<file path="src/rtl/hazard_stall_ctrl.sv">
// Hazard and stall controller for the 5-stage MIPS pipeline: decodes load-use, branch, jump and
// memory-busy hazards each cycle, and keeps stall/flush statistics plus a freeze watchdog.
module hazard_stall_ctrl #(
    parameter int unsigned MAX_FREEZE = 255,
    parameter int unsigned CNT_W      = 16
) (
    input  logic             clock,
    input  logic             resetN,
    input  logic [4:0]       IFIDRs,
    input  logic [4:0]       IFIDRt,
    input  logic             IFIDUsesRt,
    input  logic             IDEXMemRead,
    input  logic [4:0]       IDEXDestReg,
    input  logic             branchTaken,
    input  logic             jumpID,
    input  logic             memBusy,
    output logic             pcWrite,
    output logic             IFIDWrite,
    output logic             IFIDFlush,
    output logic             IDEXBubble,
    output logic             pipeFreeze,
    output logic [1:0]       ctrlState,
    output logic [CNT_W-1:0] stallCount,
    output logic [CNT_W-1:0] flushCount,
    output logic             freezeTimeout
);

    typedef enum logic [1:0] {
        StRun     = 2'd0,
        StLoadUse = 2'd1,
        StFlush   = 2'd2,
        StFreeze  = 2'd3
    } action_e;

    localparam logic [7:0]       MaxFreeze = 8'(MAX_FREEZE);
    localparam logic [CNT_W-1:0] CntMax    = '1;

    logic             load_use;
    logic             flush_is_branch;
    action_e          action;

    action_e          ctrl_state_d, ctrl_state_q;
    logic [CNT_W-1:0] stall_count_d, stall_count_q;
    logic [CNT_W-1:0] flush_count_d, flush_count_q;
    logic [7:0]       freeze_run_d, freeze_run_q;
    logic             freeze_timeout_d, freeze_timeout_q;

    // A load into $0 is architecturally discarded, so it can never feed a dependent instruction.
    always_comb begin
        load_use = 1'b0;
        if (IDEXMemRead && (IDEXDestReg != 5'd0)) begin
            load_use = (IDEXDestReg == IFIDRs) || (IFIDUsesRt && (IDEXDestReg == IFIDRt));
        end
    end

    always_comb begin
        action          = StRun;
        flush_is_branch = 1'b0;
        if (memBusy) begin
            action = StFreeze;
        end else if (branchTaken) begin
            action          = StFlush;
            flush_is_branch = 1'b1;
        end else if (load_use) begin
            action = StLoadUse;
        end else if (jumpID) begin
            action = StFlush;
        end
    end

    always_comb begin
        pcWrite    = 1'b1;
        IFIDWrite  = 1'b1;
        IFIDFlush  = 1'b0;
        IDEXBubble = 1'b0;
        pipeFreeze = 1'b0;
        if (!resetN) begin
            pcWrite    = 1'b0;
            IFIDWrite  = 1'b0;
            IFIDFlush  = 1'b1;
            IDEXBubble = 1'b1;
        end else begin
            unique case (action)
                StFreeze: begin
                    pcWrite    = 1'b0;
                    IFIDWrite  = 1'b0;
                    pipeFreeze = 1'b1;
                end
                StFlush: begin
                    IFIDFlush  = 1'b1;
                    // The jump in ID is a valid instruction and must proceed into EX.
                    IDEXBubble = flush_is_branch;
                end
                StLoadUse: begin
                    pcWrite    = 1'b0;
                    IFIDWrite  = 1'b0;
                    IDEXBubble = 1'b1;
                end
                default: begin
                end
            endcase
        end
    end

    always_comb begin
        ctrl_state_d  = action;
        stall_count_d = stall_count_q;
        flush_count_d = flush_count_q;
        if ((action == StLoadUse) && (stall_count_q != CntMax)) begin
            stall_count_d = stall_count_q + 1'b1;
        end
        if ((action == StFlush) && (flush_count_q != CntMax)) begin
            flush_count_d = flush_count_q + 1'b1;
        end
    end

    always_comb begin
        freeze_run_d = 8'd0;
        if (memBusy) begin
            freeze_run_d = (freeze_run_q == MaxFreeze) ? freeze_run_q : freeze_run_q + 8'd1;
        end
        freeze_timeout_d = freeze_timeout_q || (freeze_run_d == MaxFreeze);
    end

    always_ff @(posedge clock) begin
        if (!resetN) begin
            ctrl_state_q     <= StRun;
            stall_count_q    <= '0;
            flush_count_q    <= '0;
            freeze_run_q     <= 8'd0;
            freeze_timeout_q <= 1'b0;
        end else begin
            ctrl_state_q     <= ctrl_state_d;
            stall_count_q    <= stall_count_d;
            flush_count_q    <= flush_count_d;
            freeze_run_q     <= freeze_run_d;
            freeze_timeout_q <= freeze_timeout_d;
        end
    end

    assign ctrlState     = ctrl_state_q;
    assign stallCount    = stall_count_q;
    assign flushCount    = flush_count_q;
    assign freezeTimeout = freeze_timeout_q;

endmodule

</file>
<file path="config.mk">
export PLATFORM = sky130hd
export DESIGN_NAME = hazard_stall_ctrl
export DESIGN_NICKNAME = d
export VERILOG_FILES = /design/src/rtl/hazard_stall_ctrl.sv
export SDC_FILE = /design/constraint.sdc
export NUM_CORES = 1
export LEC_CHECK = 0
export CAP_MARGIN = 20
export CORE_MARGIN = 3
export CORE_UTILIZATION = 40
export CTS_CLUSTER_SIZE = 28
export DETAILED_ROUTE_END_ITERATION = 12
export PLACE_DENSITY = 0.66
export RECOVER_POWER = 100
export SLEW_MARGIN = 20
export SYNTH_ARGS = -nofsm -noshare
export SYNTH_HDL_FRONTEND = slang
export SYNTH_SLANG_ARGS = --single-unit
</file>
<file path="constraint.sdc">
create_clock -name clock -period 3.5 [get_ports clock]
set_input_delay 0.7 -clock clock [delete_from_list [all_inputs] [get_ports clock]]
set_output_delay 0.7 -clock clock [all_outputs]
set_load 0.05 [all_outputs]
</file>
# [Word level (Yosys, flattened, before mapping)]
# Cells that the tools add are included.
[totals] regBits=43 output_inout_bits=40 elab_cells=42
[op_classes] add_sub_neg=3 n_eq_ne=9 n_mux=17 reduce_logical=8
[op_table] cell="$add 16x1->16 const B" n=2
[op_table] cell="$ne 16x16->1 const B" n=2
[op_table] cell="$eq 8x8->1 const B" n=2
[op_table] cell="$mux 8" n=2
[op_table] cell="$eq 5x5->1" n=2
[op_table] cell="$mux 1" n=10
[op_table] cell="$add 8x1->8 const B" n=1
[op_table] cell="$mux 2" n=4
[op_table] cell="$reduce_bool 5->1" n=1
[op_table] cell="$eq 2x2->1 const B" n=2
[op_table] cell="$logic_and 1x1->1" n=4
[op_table] cell="$eq 2x1->1 const B" n=1
[op_table] cell="$logic_or 1x1->1" n=2
[op_table] cell="$pmux 1 s2" n=1
[op_table] cell="$reduce_or 2->1" n=1

# [Longest topological paths before layout]
# Gate-level depths: netlist of the first run.
[depth] depth_word=11 ltp_mapped=10

# [Worst setup path after synthesis of the first run]
# Ideal clock, no wire load.
[synth_path] path_type="input -> output" startpoint="input IDEXDestReg[1]" endpoint="output pcWrite" arrival_time_ps=3216 required_time_ps=2800 slack_ps=-416 stages=5 n_path_buf=1 path_cell_list="or4_1 > o21ai_0 > nor2_1 > a211oi_1 > buf_4"
[synth_via] elab_chain_cells=11 word_cells_on_any_way=15 cone_classes="eq/ne: 4; mux: 6; reduce/logical: 5"
[synth_rtl] element="from (decl)" line_no="13" source="input logic [4:0] IDEXDestReg,"
[synth_rtl] element="$eq 5x5->1" line_no="52" source="load_use = (IDEXDestReg == IFIDRs) || (IFIDUsesRt && (IDEXDestReg == IFIDRt));"
[synth_rtl] element="$logic_and 1x1->1" line_no="52"
[synth_rtl] element="$logic_or 1x1->1" line_no="52"
[synth_rtl] element="$mux 1 (*)" line_no="51" source="if (IDEXMemRead && (IDEXDestReg != 5'd0)) begin"
[synth_rtl] element="$mux 2 (*)" line_no="64" source="end else if (load_use) begin"
[synth_rtl] element="$mux 2 (*)" line_no="61" source="end else if (branchTaken) begin"
[synth_rtl] element="$mux 2 (*)" line_no="59" source="if (memBusy) begin"
[synth_rtl] element="$eq 2x1->1 or $eq 2x2->1 (tied branches)"
[synth_rtl] element="$reduce_or 2->1 (no source line) (*)"
[synth_rtl] element="$mux 1 (*) (2 in series)"
[synth_rtl] element="to (decl)" line_no="17" source="output logic pcWrite,"
# Mark *: on every way between the ends. The rest lies on a longest branch, timed or not.

# [Worst setup path in the final report of the first run]
[layout_path] startpoint="input IDEXDestReg[1]" endpoint="output IDEXBubble"
[layout_via] elab_chain_cells=10 word_cells_on_any_way=14 cone_classes="eq/ne: 4; mux: 6; reduce/logical: 4"
[layout_rtl] element="$eq 5x5->1" line_no="52"
[layout_rtl] element="$logic_and 1x1->1" line_no="52"
[layout_rtl] element="$logic_or 1x1->1" line_no="52"
[layout_rtl] element="$mux 1 (*)" line_no="51"
[layout_rtl] element="$mux 2 (*)" line_no="64"
[layout_rtl] element="$mux 2 (*)" line_no="61"
[layout_rtl] element="$mux 2 (*)" line_no="59"
[layout_rtl] element="named net action[1]" line_no="40" source="action_e action;"
[layout_rtl] element="$eq 2x1->1 or $eq 2x2->1 (tied branches)" line_no="83" source="unique case (action)"
[layout_rtl] element="$pmux 1 s2 (*)" line_no="83"
[layout_rtl] element="$mux 1 (*)" line_no="77" source="if (!resetN) begin"
[layout_rtl] element="to (decl)" line_no="20" source="output logic IDEXBubble,"
# The timed path passes the listed nets; every way through them passes the cells marked *.

==> results list, run 1 <==
- Flip-flop and latch count after synthesis: 43
- Headroom to the max-slew limit: 0.329
- Count of distinct cell types in the synthesized netlist: 47
- Leading register cell type out of synthesis: dfxtp_1
* Number of primary I/O pins: 62
- Number of design-rule violations left by the first detailed-router iteration: 136
* Category of the critical setup timing path: primary input to output port
- Once routing completed, OpenROAD measured the worst setup slack at 0.150 ns.
* CTS tree: done
- The area growth from synthesis to layout is 39.6%.
- First drt pass iteration count: 4
- The internal portion of the total power is 0.748 mW.
- The run finished with clean final reports.
- Cell accounting for the most synthesized area: dfxtp_1
* Proportion of total power due to net switching: 0.258
- Leading cell type in the layout, fill and taps excluded: dfxtp_1
- The congestion estimate from routability-driven global placement came to 0.784.
- For this run, design rule violations remaining after detail routing come to 0.
* Maximum clock insertion buffer count: 2
- The startpoint identified for the worst register-to-register timing path is flushCount[0].
* Number of enable-type register cells in the synthesized netlist: 0
- GRT overflow: 0
- The worst setup path is captured at an output port.
- During synthesis, Yosys emitted a total of 0 warnings.
* DP HPWL: 4.55 mm
- Hold/Removal Path Class: register to register
- Worst Hold Depth: 2
* Largest net degree at the start of global routing: 34
- Of the cells placed in the final design, the portion with a size suffix greater than 1 is 0.122.
- The number of antenna diodes in the final layout is 0.
- CP Data Arrival Time: 2.65 ns
- Summed instance area of the synthesized netlist: 2480 µm²
* R2R Path End: flushCount[0]
- TritonCTS Buffers: 5
* Seq/Total Area, Yosys: 0.347
- The top cell types in the final layout, fill and taps aside, are 43 x dfxtp_1, 36 x dlygate4sd3_1, 35 x nand2_1.
- Max Clock Skew: 0.00929 ns
- The number of failing hold endpoints at the final stage is 0.
- Static Leakage: 1.34 nW
* Fraction of power consumed by sequential logic: 0.497
* Fraction of synthesized cell area taken by the top area cell type: 0.347
- Post-Synthesis Net Count: 334
- The tree is rooted in a clkbuf_8.
* Hold Buf Count CTS: 0
* Die Width: 84.8 µm
- The worst hold path begins at freezeTimeout.
* Sw Pwr: 0.260 mW
- Clock H-tree levels: 2
- Clock-pin transition on the worst setup and hold timing paths: 0.09 ns
- For this design, the sink count on the clock tree is 43.
* Vias in the first global route: 2333
- Setup repair after global routing left no endpoint under its margin.
- Layout Nets: 405
- In this run the worst path has a maximum fanout of 3.
- The floorplan has 28 rows.
* Clock power share: 0.352
- Measured slew at the worst slew-check pin: 1.01 ns
- Counting every instance in the synthesized netlist gives 306.
* Detail Route Antenna Nets: 0
* Via-per-instance ratio: 5.60
- Wire length of the first global-routing pass: 10.4 mm
- The region available for standard cell placement spans 5960 µm².
* Area of the die: 7180 µm²
- Number of buffers inserted by port buffering: 61
* Layout fillers: 551
- The final-report max-slew violation count came to 0.
- The tool flagged a number of max-cap violations equal to 0.
- For the worst setup path, the data required time is 2.80 ns.
- Overall power of the completed layout: 1.01 mW
- Place WS: -0.0844 ns
* Number of antenna violations at the first check in global routing: 0
- After detailed routing, the average wire length per cell comes to 13.5 µm.
- Starting Density: 0.417
* Max frequency: 298 MHz
- For hold timing, the worst endpoint is freezeTimeout.
* Fraction of power consumed by combinational cells: 0.151
* Detailed-route via count: 2539
- Setup violations, final: 0
* Die outline height: 84.8 µm
* GRT Overall Usage: 0.172
- Power per cell area: 291 nW/µm²
* Worst reg2reg setup slack: 1.65 ns
* IR drop worst, VDD: 0.229 mV
- Proportion of synthesized flip-flops having asynchronous set or reset: 0
- Average instance area after synthesis: 8.11 µm²
* Clock Latency Late Sink: 0.29 ns
- Kind of start point of the critical path: primary input
* Post-layout minimum cycle time: 3.35 ns
- Yosys attributes the largest share of cell area to dfxtp_1 35%, a21oi_1 5.8%, nand2_1 5.3%.
- Number of cells on the worst reg-to-reg path: 5
- In the finished design, the share of the clock period the worst path needs comes to 0.957.
- After detailed routing, the total wire length is 6.12 mm.
[worst max path at each step]
stage	cells past startpoint	end	slack [ns]	from
after detailed placement	9	IDEXBubble	-0.08	IDEXDestReg[2]
after global routing	9	IDEXBubble	0.02	IDEXDestReg[1]
final	9	IDEXBubble	0.15	IDEXDestReg[1]
after CTS	9	IDEXBubble	0.009	IDEXDestReg[2]
after global placement	9	IDEXBubble	-0.1	IDEXDestReg[1]
after floorplan	6	IDEXBubble	0.08	IDEXDestReg[1]
[worst max-delay path, stage by stage]
cell	delay (ns)
clkdlybuf4s50_1	0.41
or4_1	0.40
o21ai_1	0.15
buf_4	0.14
nor3_2	0.05
a21oi_2	0.19
ha_2	0.30
o21ai_2	0.16
buf_12	0.16
[power by group through the flow]
stage          Combinational [mW]  Clock, mW  Sequential (mW)
2_1_floorplan              0.0624          0            0.526
3_3_place_gp                0.150          0            0.513
3_5_place_dp                0.152          0            0.513
4_1_cts                     0.154      0.363            0.501
5_1_grt                     0.164      0.381            0.502
6_report                    0.152      0.355            0.501
[synthesized netlist by cell type, types with 2 or more instances]
| cell | instances |
|---|---|
| dfxtp_1 | 43 |
| nand2_1 | 35 |
| a21oi_1 | 29 |
| nand4_1 | 14 |
| clkbuf_1 | 13 |
| nor2_1 | 13 |
| o21ai_0 | 13 |
| xnor2_1 | 11 |
| mux2i_1 | 10 |
| nand3_1 | 10 |
| nand2b_1 | 9 |
| nor3_1 | 9 |
| inv_1 | 8 |
| o31ai_1 | 8 |
| and3_1 | 7 |
| or4_1 | 7 |
| and4_1 | 6 |
| ha_1 | 6 |
| or3_1 | 6 |
| a211oi_1 | 4 |
| a31oi_1 | 4 |
| and2_1 | 4 |
| nor4_1 | 4 |
| o41ai_1 | 3 |
| xor2_1 | 3 |
| a21o_1 | 2 |
| and4b_1 | 2 |
| nor2b_1 | 2 |
| o21a_1 | 2 |
| o311ai_0 | 2 |
[cells by family (layout without fill, tap and decap cells)]
kind of cell    count (synthesis)  count (layout)  synth area share
compound gates                 77              77             0.199
xor+xnor                       14              14            0.0494
fa+ha+maj                       6               6            0.0303
buf+inv                        23              95            0.0368
flops                          43              43             0.347
mux                            10              10            0.0403
simple gates                  133             133             0.297
[metrics by stage]
step,util,setup TNS (ns),std cells,hold slack (ns),area (µm²)
2_1_floorplan,-,0,306,0.506,2490
3_3_place_gp,0.559,-0.0978,445,0.446,3330
3_5_place_dp,0.559,-0.101,445,0.458,3330
4_1_cts,0.577,0,453,0.477,3440
5_1_grt,0.582,0,453,0.505,3460
6_report,0.582,0,453,0.466,3460
[registers in the layout, summed over array words and instances (netlist names)]
name and cells:
ctrlState 2, stallCount 16, freezeTimeout 1, freeze_run_q 8, flushCount 16
[routing by layer]
metal / vias to the layer above / part of all wire / GRT usage
li1: 1282 / - / -
met5: - / 0 / 0
met1: 1182 / 0.46 / 0.222
met2: 71 / 0.47 / 0.288
met4: 0 / 0.0051 / 0.0403
met3: 4 / 0.057 / 0.0461
[timing repair]
action / 4_1_cts / 5_1_grt
buffers inserted: 0 / 0
endpoints found under the setup margin: 3 / 3
pin swaps: 1 / 6
resized for setup: 3 / 9
[final cells by class]
type,instances,area (µm²),share of cell area
clock buffer,7,96.3,0.0278
clock inverter,1,7.51,0.00217
inverter,8,30.0,0.00867
multi-input combinational,240,1560,0.451
sequential,43,861,0.248
tap,75,93.8,0.0271
timing repair buffer,79,812,0.234
(Power assumes the default switching activity.)
==> run 2: changes to the inputs <==
SKIP_CTS_REPAIR_TIMING = 1   (was not set)
==> run 2 against run 1 <==
Clock power hardly changed. Combinational power hardly changed. Critical path type unchanged. Global-route usage hardly changed. Cell area hardly changed. Largest power group unchanged. Sequential share of layout area hardly changed. First-iteration DRC count is 5.1% higher. Critical path depth stayed put. Via count is 0.12% lower. Register-to-register slack worse by 0.04 ns.
==> results list, run 2 (synthesis results as in run 1) <==
- TritonCTS Buffers: 5 (unchanged)
- Die Width: 84.8 µm (unchanged)
* Largest net degree at the start of global routing: 34 (unchanged)
* Headroom to the max-slew limit: 0.330 (was 0.329)
* Number of clock sinks seen by CTS: 43 (unchanged)
- The slew at the pin with the worst max-slew slack was 1.00 ns (was 1.01 ns).
- The final antenna-violating net count came to 0 (unchanged).
* Clock Latency Late Sink: 0.29 ns (about the same)
- The library cell contributing the largest single delay on the critical path was or4_1 (was clkdlybuf4s50_1).
- The most common cell after layout, fill and taps aside is dfxtp_1 (unchanged).
- Sw Pwr: 0.259 mW (was 0.260 mW)
- Number of antenna violations at the first check in global routing: 0 (unchanged)
* Non-filler instance count after layout: 453 (unchanged)
- Detailed-route via count: 2536 (was 2539)
- Area of the die: 7180 µm² (unchanged)
- The final hold slack was 0.463 ns (was 0.466 ns).
* Clock power share: 0.350 (was 0.352)
- The cell internal power dissipation is 0.748 mW (about the same).
- Placed Instances: 445 (unchanged)
- The nature of the critical path startpoint is a primary input (unchanged).
- CTS tree: done (unchanged)
- The switching fraction of total power was 0.257 (was 0.258).
- MaxCap Viol Count: 0 (unchanged)
- Max Clock Skew: 0.00851 ns (was 0.00929 ns)
* Fraction of power consumed by combinational cells: 0.153 (was 0.151)
* Number of buffers inserted by port buffering: 61 (unchanged)
- Clock-pin transition on the worst setup and hold timing paths: 0.08 ns (was 0.09 ns)
* Fraction of the cycle the final worst path needs: 0.978 (was 0.957)
- The iteration-0 DRC count of the detailed router is 143 (was 136).
* Overall power of the completed layout: 1.01 mW (about the same)
- ANT cells: 0 (unchanged)
- GRT overflow: 0 (unchanged)
* Setup violations, final: 0 (unchanged)
- The wire length of the first global-routing pass was 10.4 mm (about the same).
- The floorplan core area came to 5960 µm² (unchanged).
* Max frequency: 292 MHz (was 298 MHz)
- Static Leakage: 1.33 nW (was 1.34 nW)
* Clock H-tree levels: 2 (unchanged)
- The setup slack after placement is -0.0844 ns (unchanged).
- The number of fill cells in the layout was 555 (was 551).
- The first-pass iteration count of the detailed router is 4 (unchanged).
- The proportion of power drawn by flip-flops and latches was 0.498 (was 0.497).
* Hold/Removal Path Class: register to register (unchanged)
- CP Data Arrival Time: 2.72 ns (was 2.65 ns)
- Final Routed Wirelength: 6.19 mm (was 6.12 mm)
- Site row count: 28 (unchanged)
- Placer Congestion: 0.784 (unchanged)
- Area after DPL: 3330 µm² (unchanged)
- Clock tree root buffer cell: clkbuf_8 (unchanged)
- Critical path capture point type: output port (unchanged)
* IR drop worst, VDD: 0.226 mV (was 0.229 mV)
- Most used cells in the layout excluding fill and tap cells: 43 x dfxtp_1, 36 x dlygate4sd3_1, 35 x nand2_1 (unchanged).
- The via count of the first global-routing pass was 2317 (was 2333).
- Minimum setup slack in the final design: 0.0781 ns (was 0.150 ns)
- Starting Density: 0.417 (unchanged)
* Final non-filler cell area: 3470 µm² (was 3460 µm²)
- The buffering stage count on the worst path with inverters included is 3 (unchanged).
- The final routed DRC violation total came to 0 (unchanged).
- The synthesis-to-layout area growth was 39.7% (was 39.6%).
- DP HPWL: 4.55 mm (unchanged)
- Result of the run: completed (unchanged)
* Power per cell area: 290 nW/µm² (was 291 nW/µm²)
- Core Util, Final: 0.582 (about the same)
- GRT Overall Usage: 0.172 (about the same)
- The category of the critical setup timing path was primary input to output port (unchanged).
* Family with the most delay on the worst path: buffers and inverters (unchanged)
- Number of primary I/O pins: 62 (unchanged)
- The number of failing hold endpoints at the final stage came to 0 (unchanged).
- The maximum fanout along the worst path is 3 (unchanged).
- The minimum period implied by the final worst setup slack was 3.42 ns (was 3.35 ns).
* Die outline height: 84.8 µm (unchanged)
- The via density per instance was 5.60 (about the same).
- The data required time of the critical path came to 2.80 ns (about the same).
- Number of slew-limit violations in the final report: 0 (unchanged)
- Ordered cell list for the critical path: clkdlybuf4s50_1, or4_1, o21ai_1, buf_4, nor3_2, a21oi_2, ha_2, o21ai_2, buf_12 (unchanged)
- The share of cells above drive strength 1 came to 0.124 (was 0.122).
- The total negative setup slack was 0 ns (unchanged).
- Maximum clock insertion buffer count: 2 (unchanged)
* Layout Nets: 405 (unchanged)
* Average routed wire per standard cell: 13.7 µm (was 13.5 µm)
- The delay of the slowest critical-path stage came to 0.47 ns (was 0.41 ns).
-- run 2: cell types whose count changed in the layout (fill, tap and decap cells not counted), sizes merged --
cell,change
clkdlybuf4s50,+1
dlymetal6s2s,-1
-- run 2: cell type report --
cell class,instances,area [µm²],area share
inverters,8,30.0,0.00866
flip-flops and latches,43,861,0.248
clock buffers,7,96.3,0.0278
well taps,75,93.8,0.0271
clock inverters,1,7.51,0.00217
repair buffers,79,810,0.234
multi-input cells,240,1570,0.452
-- run 2: path summary, 6_finish.rpt --
check	start	endpoint	slack (ns)	depth (start not counted)
worst max register to register	flushCount[0]	flushCount[0]	1.61	5
worst min register to register	freezeTimeout	freezeTimeout	0.46	2
worst max-delay path	IDEXDestReg[3]	IDEXBubble	0.08	9
worst min-delay path	freezeTimeout	freezeTimeout	0.46	2
-- run 2: tightest hold or removal path, delay by kind of cell, from the launching register on --
kind / cells / cell delay, ns
flip-flops: 1 / 0.33
AO/OA/AOI/OAI: 1 / 0.05
AND/OR/NAND/NOR: 1 / 0.05
-- run 2: routing by layer --
| layer | up-vias | track usage | part of all wire |
|---|---|---|---|
| met1 | 1176 | 0.222 | 0.45 |
| met4 | 0 | 0.0388 | 0.0084 |
| met5 | - | 0 | 0 |
| met2 | 73 | 0.287 | 0.48 |
| li1 | 1281 | - | - |
| met3 | 6 | 0.0461 | 0.058 |
-- run 2: power by group through the flow --
stage / registers (mW) / clock network [mW] / logic, mW
final: 0.501 / 0.352 / 0.154
after global routing: 0.502 / 0.381 / 0.165
after CTS: 0.501 / 0.363 / 0.152
after detailed placement: 0.513 / 0 / 0.152
after global placement: 0.513 / 0 / 0.150
after floorplan: 0.526 / 0 / 0.0624
